===== src/rtl/pmem_arbiter.sv =====
// -----------------------------------------------------------------------------
// pmem_arbiter
//
// Shares the single physical-memory port between the I-cache and D-cache miss
// paths. One requester is granted at a time and keeps the grant until the
// memory answers with pmem_resp (or until it withdraws its request). After
// every grant the arbiter spends one cycle in IDLE, so a requester has a cycle
// to drop its request before it could be granted again.
//
// Conflict policy:
//   FIXED_PRI = 0 : round-robin, the source that was not granted last wins.
//   FIXED_PRI = 1 : the D-cache always wins a conflict.
//
// Optional build macro: PMEM_ARB_PERF_COUNT_EN
//   defined   : 16-bit saturating grant counters (I read, D read, D write)
//               with a synchronous clear.
//   undefined : no counter flops; counter outputs read 0, counters_clear is
//               ignored. Arbitration is identical in both builds.
//
// Ports:
//   clk, reset_n                  clock (rising edge), async active-low reset
//   i_pmem_*                      I-cache side (read only)
//   d_pmem_*                      D-cache side (read or writeback)
//   pmem_*                        physical memory side
//   counters_clear                synchronous clear of all counters
//   i_read_miss, d_read_miss,
//   d_write_miss                  grant counters
// -----------------------------------------------------------------------------
module pmem_arbiter #(
    parameter int          ADDR_WIDTH = 16,
    parameter int          LINE_WIDTH = 128,
    parameter int unsigned FIXED_PRI  = 0
) (
    input  logic                  clk,
    input  logic                  reset_n,

    input  logic                  i_pmem_read,
    input  logic [ADDR_WIDTH-1:0] i_pmem_address,
    output logic [LINE_WIDTH-1:0] i_pmem_rdata,
    output logic                  i_pmem_resp,

    input  logic                  d_pmem_read,
    input  logic                  d_pmem_write,
    input  logic [ADDR_WIDTH-1:0] d_pmem_address,
    input  logic [LINE_WIDTH-1:0] d_pmem_wdata,
    output logic [LINE_WIDTH-1:0] d_pmem_rdata,
    output logic                  d_pmem_resp,

    output logic                  pmem_read,
    output logic                  pmem_write,
    output logic [ADDR_WIDTH-1:0] pmem_address,
    output logic [LINE_WIDTH-1:0] pmem_wdata,
    input  logic [LINE_WIDTH-1:0] pmem_rdata,
    input  logic                  pmem_resp,

    input  logic                  counters_clear,
    output logic [15:0]           i_read_miss,
    output logic [15:0]           d_read_miss,
    output logic [15:0]           d_write_miss
);

    typedef enum logic [1:0] {
        IDLE    = 2'd0,
        SERVE_I = 2'd1,
        SERVE_D = 2'd2
    } state_t;

    state_t state_reg, state_next;
    // 0 = I-cache was granted last, 1 = D-cache was granted last
    logic   last_grant_reg, last_grant_next;

    logic i_req;
    logic d_req;
    logic conflict_pick_d;
    logic grant_i;
    logic grant_d;

    assign i_req = i_pmem_read;
    assign d_req = d_pmem_read | d_pmem_write;

    // On a conflict: fixed priority always picks D; round-robin picks D only
    // when I was the last one served.
    assign conflict_pick_d = (FIXED_PRI != 0) || (last_grant_reg == 1'b0);

    always_ff @(posedge clk or negedge reset_n) begin
        if (!reset_n) begin
            state_reg      <= IDLE;
            last_grant_reg <= 1'b0;
        end else begin
            state_reg      <= state_next;
            last_grant_reg <= last_grant_next;
        end
    end

    // Next state and all outputs. Outputs are a pure function of the state
    // register and live inputs, so an async reset drops the memory command
    // without waiting for a clock edge.
    always_comb begin
        state_next      = state_reg;
        last_grant_next = last_grant_reg;
        grant_i         = 1'b0;
        grant_d         = 1'b0;
        pmem_read       = 1'b0;
        pmem_write      = 1'b0;
        pmem_address    = '0;
        pmem_wdata      = '0;
        i_pmem_resp     = 1'b0;
        i_pmem_rdata    = '0;
        d_pmem_resp     = 1'b0;
        d_pmem_rdata    = '0;

        case (state_reg)
            IDLE: begin
                // pmem_resp is deliberately ignored here.
                if (i_req && d_req) begin
                    grant_d = conflict_pick_d;
                    grant_i = !conflict_pick_d;
                end else begin
                    grant_d = d_req;
                    grant_i = i_req;
                end
                if (grant_d) begin
                    state_next      = SERVE_D;
                    last_grant_next = 1'b1;
                end else if (grant_i) begin
                    state_next      = SERVE_I;
                    last_grant_next = 1'b0;
                end
            end

            SERVE_I: begin
                if (!i_req) begin
                    // Withdrawn request: command already low, abort.
                    state_next = IDLE;
                end else begin
                    pmem_read    = 1'b1;
                    pmem_address = i_pmem_address;
                    if (pmem_resp) begin
                        i_pmem_resp  = 1'b1;
                        i_pmem_rdata = pmem_rdata;
                        state_next   = IDLE;
                    end
                end
            end

            SERVE_D: begin
                if (!d_req) begin
                    state_next = IDLE;
                end else begin
                    // Read+write together is illegal; the write wins.
                    pmem_write   = d_pmem_write;
                    pmem_read    = d_pmem_read & ~d_pmem_write;
                    pmem_address = d_pmem_address;
                    pmem_wdata   = d_pmem_wdata;
                    if (pmem_resp) begin
                        d_pmem_resp  = 1'b1;
                        d_pmem_rdata = pmem_rdata;
                        state_next   = IDLE;
                    end
                end
            end

            default: begin
                state_next = IDLE;
            end
        endcase
    end

`ifdef PMEM_ARB_PERF_COUNT_EN
    // Counter index: 0 = I read, 1 = D read, 2 = D write.
    logic [2:0]  cnt_inc;
    logic [15:0] cnt_val [3];

    assign cnt_inc[0] = grant_i;
    assign cnt_inc[1] = grant_d & d_pmem_read & ~d_pmem_write;
    assign cnt_inc[2] = grant_d & d_pmem_write;

    genvar gi;
    generate
        for (gi = 0; gi < 3; gi++) begin : gen_cnt
            logic [15:0] cnt_reg;
            logic [15:0] cnt_next;

            // Clear beats a same-cycle increment; counters stick at all-ones.
            always_comb begin
                cnt_next = cnt_reg;
                if (counters_clear) begin
                    cnt_next = '0;
                end else if (cnt_inc[gi] && (cnt_reg != 16'hFFFF)) begin
                    cnt_next = cnt_reg + 16'd1;
                end
            end

            always_ff @(posedge clk or negedge reset_n) begin
                if (!reset_n) begin
                    cnt_reg <= '0;
                end else begin
                    cnt_reg <= cnt_next;
                end
            end

            assign cnt_val[gi] = cnt_reg;
        end
    endgenerate

    assign i_read_miss  = cnt_val[0];
    assign d_read_miss  = cnt_val[1];
    assign d_write_miss = cnt_val[2];
`else
    assign i_read_miss  = 16'h0;
    assign d_read_miss  = 16'h0;
    assign d_write_miss = 16'h0;

    // Grant strobes and the clear input only feed the counters.
    logic unused_cnt_inputs;
    assign unused_cnt_inputs = ^{counters_clear, grant_i, grant_d};
`endif

endmodule


===== config.mk =====
export PLATFORM = sky130hd
export DESIGN_NAME = pmem_arbiter
export DESIGN_NICKNAME = d
export VERILOG_FILES = /design/src/rtl/pmem_arbiter.sv
export SDC_FILE = /design/constraint.sdc
export NUM_CORES = 1
export LEC_CHECK = 0
export ABC_AREA = 1
export CORE_AREA = 5 5 288 290
export CTS_CLUSTER_SIZE = 30
export DETAILED_ROUTE_END_ITERATION = 12
export DIE_AREA = 0 0 293 295
export SYNTH_ARGS = -nofsm -noshare
export SYNTH_HDL_FRONTEND = slang
export SYNTH_SLANG_ARGS = --single-unit

===== constraint.sdc =====
create_clock -name clk -period 2.1 [get_ports clk]
set_input_delay 0.42 -clock clk [delete_from_list [all_inputs] [get_ports clk]]
set_output_delay 0.42 -clock clk [all_outputs]
set_load 0.005 [all_outputs]

==> run_results.csv, run 1 <==
group,metric,value,unit
logic_synthesis,synth_area_leader_cell,"nor2_4",
setup_path,slowest_delay,0.68,ns
placed_design,finalWeightedCongestion,0.8739,
route,ant_nets,0,
global_route,grt_util_all_layers,0.09245,
logic_synthesis,ys_warn_count,0,
timing,setup_ws,-0.4324,ns
logic_synthesis,synth.avg_cell_area,5.363,µm²
setup_path,path_class,"reg -> out",
clocking,root_buffer,"clkbuf_16",
timing,finalSetupViolCount,360,
setup_path,timing.rr.start,"state_reg[0]$_DFFE_PN0P_",
setup_path,slowest_stage,"clkdlybuf4s50_1",
final_layout,fin_util,0.1818,
global_route,antenna_found_initial,21,
route,routedWlPerCell,16.87,µm
setup_path,cp-start-kind,"register",
clocking,clk_latency,0.22,ns
timing,max_freq,394.9,MHz
logic_synthesis,synth_top_area_share,0.2540,
logic_synthesis,ys_seq_elements,3,
setup_path,cp_cell_sequence,"inv_2 -> ha_4 -> buf_6 -> nand2_8 -> buf_4 -> nor2_1 -> clkdlybuf4s50_1",
pwr,p_leak,8.947,nW
final_layout,fill_cells,9085,
die,die_area,86440,µm²
timing,slew_viol_final,0,
logic_synthesis,syn_inst,835,
global_route,grt_pass1_vias,7731,
logic_synthesis,synthArstFlopShare,1.000,
final_layout,drive_above_1_share,0.2858,
timing,period_needed,2.532,ns
worst_hold_path,hp-class,"in -> async",
timing,rsz0062_at_grt,"yes",
logic_synthesis,synth_edf_count,0,
global_route,grt_max_degree,22,
logic_synthesis,yosysMostFrequentCell,"nor2_1",
route,vias,7949,
logic_synthesis,synth_seq_area_share,0.01676,
global_route,grt_pass1_wl,57.46,mm
route,drc_errors,0,
setup_path,crit_start,"state_reg[0]$_DFFE_PN0P_",
die,io_pins,747,
logic_synthesis,netlist_top_cells_area,"nor2_4 (25%), nor2_1 (24%), inv_1 (22%)",
die,rows,104,
timing,clock_skew,0.001300,ns
setup_path,worstPathBufferInverterCount,4,
final_layout,final_net_count,1977,
route,wl,46.25,mm
global_route,grt_overflow,0,
die,dieHeight,295,µm
setup_path,end_kind,"primary output",
route,via_per_inst,2.900,
timing,hold_viol,0,
placed_design,io_buffers,697,
placed_design,place_hpwl,37.28,mm
pwr,ir_worst_vdd,0.0005648,V
clocking,clockBufferDepth,2,
route,dr.pass1.iters,4,
status,violations,"negative setup slack",
pwr,powerDensity,447.6,nW/µm²
run,maxCapViolCount,0,
setup_path,cp.arrival,2.11,ns
clocking,cts_sinks,3,
route,drt_first_iter_violations,184,
die,start_util,0.05596,
setup_path,cp.required,1.68,ns
logic_synthesis,netlist_area,4478,µm²
final_layout,largest_reg_flops,2,
clocking,h-tree-depth,1,
status,outcome,"finished with violations",
logic_synthesis,synthDistinctLibCells,18,
timing,final.period_utilization,1.206,
timing,fin_setup_tns,-74.01,ns
clocking,clkTransAtPathRegs,0.03,ns
setup_path,cpLargestDelayFamily,"buffers and inverters",
clocking,cts_buffers,3,
logic_synthesis,synth_ff_type,"dfrtp_1",
setup_path,path_max_fanout,8,
clocking,cts_tree,"done",
final_layout,syn_to_final_growth,224.8,%
die,core_area,80030,µm²
placed_design,dp_slack,-0.7540,ns
die,die_x,293,µm
logic_synthesis,synth_commonest_cells,"nor2_1 (287), inv_1 (265), nor2_4 (101), buf_4 (49), nand2_1 (31)",
routing by layer:
layer	up-vias	global-route usage	share of wire
met5	-	0	0.00089
met4	6	0.02817	0.031
met3	68	0.02607	0.089
met2	518	0.1686	0.50
met1	3499	0.1048	0.38
li1	3858	-	-
cell type report:
| class | count | area, µm² | share of cell area |
|---|---|---|---|
| Timing Repair Buffer | 885 | 8992 | 0.6182 |
| Multi-Input combinational cell | 516 | 3025 | 0.2080 |
| Tap cell | 1060 | 1326 | 0.09117 |
| Inverter | 267 | 1018 | 0.07002 |
| Clock buffer | 4 | 78.83 | 0.005419 |
| Sequential cell | 3 | 76.32 | 0.005247 |
| Timing Repair inverter | 1 | 16.27 | 0.001118 |
| Antenna cell | 5 | 12.51 | 0.0008601 |
path summary, 6_finish.rpt:
kind,end,slack [ns],cells past startpoint
max,pmem_wdata[53],-0.43,7
min,state_reg[1]$_DFFE_PN0P_,0.38,1
max in group asynchronous,state_reg[0]$_DFFE_PN0P_,1.57,1
min reg2reg,last_grant_reg$_DFFE_PN0P_,0.49,2
min in group clk,last_grant_reg$_DFFE_PN0P_,0.49,2
max reg2reg,state_reg[0]$_DFFE_PN0P_,0.54,8
report_power, final:
group / switching, mW / total (mW) / internal [mW]
Combinational: 2.69 / 6.09 / 3.40
Sequential: 0.0314 / 0.117 / 0.0857
Clock: 0.0537 / 0.304 / 0.251
Total: 2.78 / 6.51 / 3.73
kinds of logic after synthesis:
family,after synthesis,share of synthesized area
AO/OA/AOI/OAI,17,0.01900
adder cells (fa/ha/maj),5,0.01397
buffers and inverters,363,0.3984
flip-flops,3,0.01676
other,1,0.0008374
AND/OR/NAND/NOR,446,0.5510
layout by cell type, fill, tap and decap left out, types with 28 or more instances in the layout:
cell             count
clkdlybuf4s50_1    399
inv_1              262
nor2_1             250
dlymetal6s2s_1     112
buf_4              112
nor2_4             110
buf_2               58
clkbuf_2            56
dlygate4sd2_1       53
conb_1              48
nor2_2              28
per-stage QoR:
step           instance area, µm²  cells  hold slack, ns  power, mW
2_1_floorplan                4654    882          0.1244      1.806
3_3_place_gp                13020   2632          0.4788      5.153
3_5_place_dp                13020   2632          0.4845      5.165
4_1_cts                     13860   2672          0.3857      6.347
5_1_grt                     14540   2739          0.4077      6.924
6_report                    14550   2741          0.3785      6.511
worst reg2reg max path: stages, from the launching register on:
cell and delay [ns]:
dfrtp_2 0.44, inv_2 0.10, buf_4 0.12, ha_1 0.20
inv_1 0.05, nor3_1 0.31, nor2_1 0.10, nand2_1 0.08
nand2_1 0.05
timing repair:
action,CTS,global route
setup buffers,19,58
setup endpoints to repair,403,400
resized for setup,294,406
cloned,18,6
hold buffers,0,0
pin swaps,6,6
No activity file was read; power rests on OpenSTA's default activity.
==> run 2, diff against run 1 <==
- SETUP_SLACK_MARGIN: unset -> 0.1
==> run_results.csv, run 2 (synthesized netlist as in run 1, its figures left out) <==
group,metric,value,unit
die,die_area,86440,µm²
final_layout,largest_reg_flops,2,
clocking,cts_buffers,3,
setup_path,rrSetupSlack,0.59,ns
pwr,p_total,6.675,mW
status,violations,"negative setup slack",
pwr,p_leak,8.738,nW
worst_hold_path,hp-class,"in -> async",
route,routed.top_layer,"met5",
clocking,clkTransAtPathRegs,0.03,ns
global_route,grt_overflow,0,
clocking,cts_sinks,3,
setup_path,path_max_fanout,10,
setup_path,timing.rr.start,"state_reg[0]$_DFFE_PN0P_",
final_layout,syn_to_final_growth,225.6,%
setup_path,slowest_stage,"clkdlybuf4s50_1",
setup_path,cp.required,1.68,ns
timing,period_needed,2.543,ns
setup_path,crit_start,"state_reg[0]$_DFFE_PN0P_",
final_layout,multiInputGateArea,3174,µm²
final_layout,fin_util,0.1822,
final_layout,final_common_cell,"clkdlybuf4s50_1",
global_route,grt_pass1_vias,7741,
setup_path,cp.arrival,2.12,ns
die,start_util,0.05596,
pwr,powerDensity,457.8,nW/µm²
clocking,root_buffer,"clkbuf_16",
final_layout,design_area,14580,µm²
global_route,grt_util_all_layers,0.09250,
clocking,cts_tree,"done",
route,wl_met2,23.26,mm
timing,finalSetupViolCount,333,
setup_path,cp_cell_sequence,"inv_2 -> ha_4 -> nand3_4 -> buf_16 -> buf_16 -> nor2_1 -> clkdlybuf4s50_1",
die,dieHeight,295,µm
route,routedWlPerCell,16.96,µm
timing,slew_viol_final,0,
setup_path,rr_endpoint,"state_reg[0]$_DFFE_PN0P_",
route,dr.pass1.iters,4,
timing,clock_skew,0.0002080,ns
die,die_x,293,µm
pwr,ir_worst_vdd,0.0006171,V
setup_path,path_class,"reg -> out",
placed_design,io_buffers,697,
global_route,grt_pass1_wl,57.50,mm
route,drt_first_iter_violations,177,
global_route,antenna_found_initial,21,
setup_path,slowest_delay,0.52,ns
clocking,h-tree-depth,1,
setup_path,end_kind,"primary output",
final_layout,layout_common_cells,"clkdlybuf4s50_1 (367), inv_1 (261), nor2_1 (230)",
timing,rsz0062_at_grt,"yes",
global_route,grt_max_degree,22,
route,via_per_inst,2.919,
die,rows,104,
final_layout,final_net_count,1991,
final_layout,final-seq-area,76.32,µm²
die,core_area,80030,µm²
placed_design,finalWeightedCongestion,0.8739,
clocking,clockBufferDepth,2,
route,wl_met1,17.79,mm
run,maxCapViolCount,0,
clocking,clk_latency,0.22,ns
timing,holdWs,0.3796,ns
route,ant_nets,0,
route,wl,46.72,mm
final_layout,drive_above_1_share,0.3462,
setup_path,crit_top_cell,"buf_16",
timing,max_freq,393.3,MHz
clocking,postCtsHoldBufs,0,
setup_path,reg2regPathDepth,8,
status,outcome,"finished with violations",
timing,setup_ws,-0.4426,ns
timing,hold_viol,0,
final_layout,fill_cells,9095,
placed_design,place_hpwl,37.28,mm
setup_path,cp-endpoint,"d_pmem_rdata[46]",
route,drc_errors,0,
route,wl_met3,3.939,mm
timing,final.period_utilization,1.211,
placed_design,dp_slack,-0.7540,ns
die,io_pins,747,
placed_design,placed_area,13020,µm²
route,vias,8040,
setup_path,cp-start-kind,"register",
[run 2: final cells by class]
cell class,count,area share
Timing Repair inverter,1,0.001373
Clock buffer,4,0.005405
Timing Repair Buffer,899,0.6086
Inverter,267,0.07010
Multi-Input combinational cell,516,0.2177
Tap cell,1060,0.09095
Antenna cell,4,0.0006864
Sequential cell,3,0.005234
[run 2: power breakdown]
part | switching, mW | internal [mW]
logic | 2.80 | 3.45
clock network | 0.0540 | 0.251
registers | 0.0325 | 0.0857
total | 2.89 | 3.79
[run 2: metal layers]
layer	vias up	GRT usage
met3	78	0.02599
li1	3896	-
met1	3558	0.1046
met4	6	0.02817
met2	502	0.1690
met5	-	0
[run 2: through the flow]
step | TNS (ns) | cells
after floorplan | 0 | 882
after global placement | -244.01 | 2632
after detailed placement | -245.91 | 2632
after CTS | -153.83 | 2674
after global routing | -93.72 | 2753
final | -70.18 | 2754
[run 2: critical path, delay by kind of cell (launching register included)]
family,cells,cell delay [ns]
flops,1,0.44
buf+inv,4,1.00
fa+ha+maj,1,0.16
simple gates,2,0.26
[run 2: worst min path at each step]
stage	endpoint	from	cells after the start
floorplan	last_grant_reg$_DFFE_PN0P_	reset_n	0
global placement	last_grant_reg$_DFFE_PN0P_	last_grant_reg$_DFFE_PN0P_	2
detailed placement	last_grant_reg$_DFFE_PN0P_	last_grant_reg$_DFFE_PN0P_	2
CTS	state_reg[0]$_DFFE_PN0P_	reset_n	1
global route	state_reg[1]$_DFFE_PN0P_	reset_n	1
finish	last_grant_reg$_DFFE_PN0P_	reset_n	1
[run 2: what timing repair did]
item / 4_1_cts / 5_1_grt
setup buffers: 20 / 71
gates resized for setup: 320 / 566
pin swaps: 9 / 15
cloned: 18 / 7
setup endpoints to repair: 403 / 404
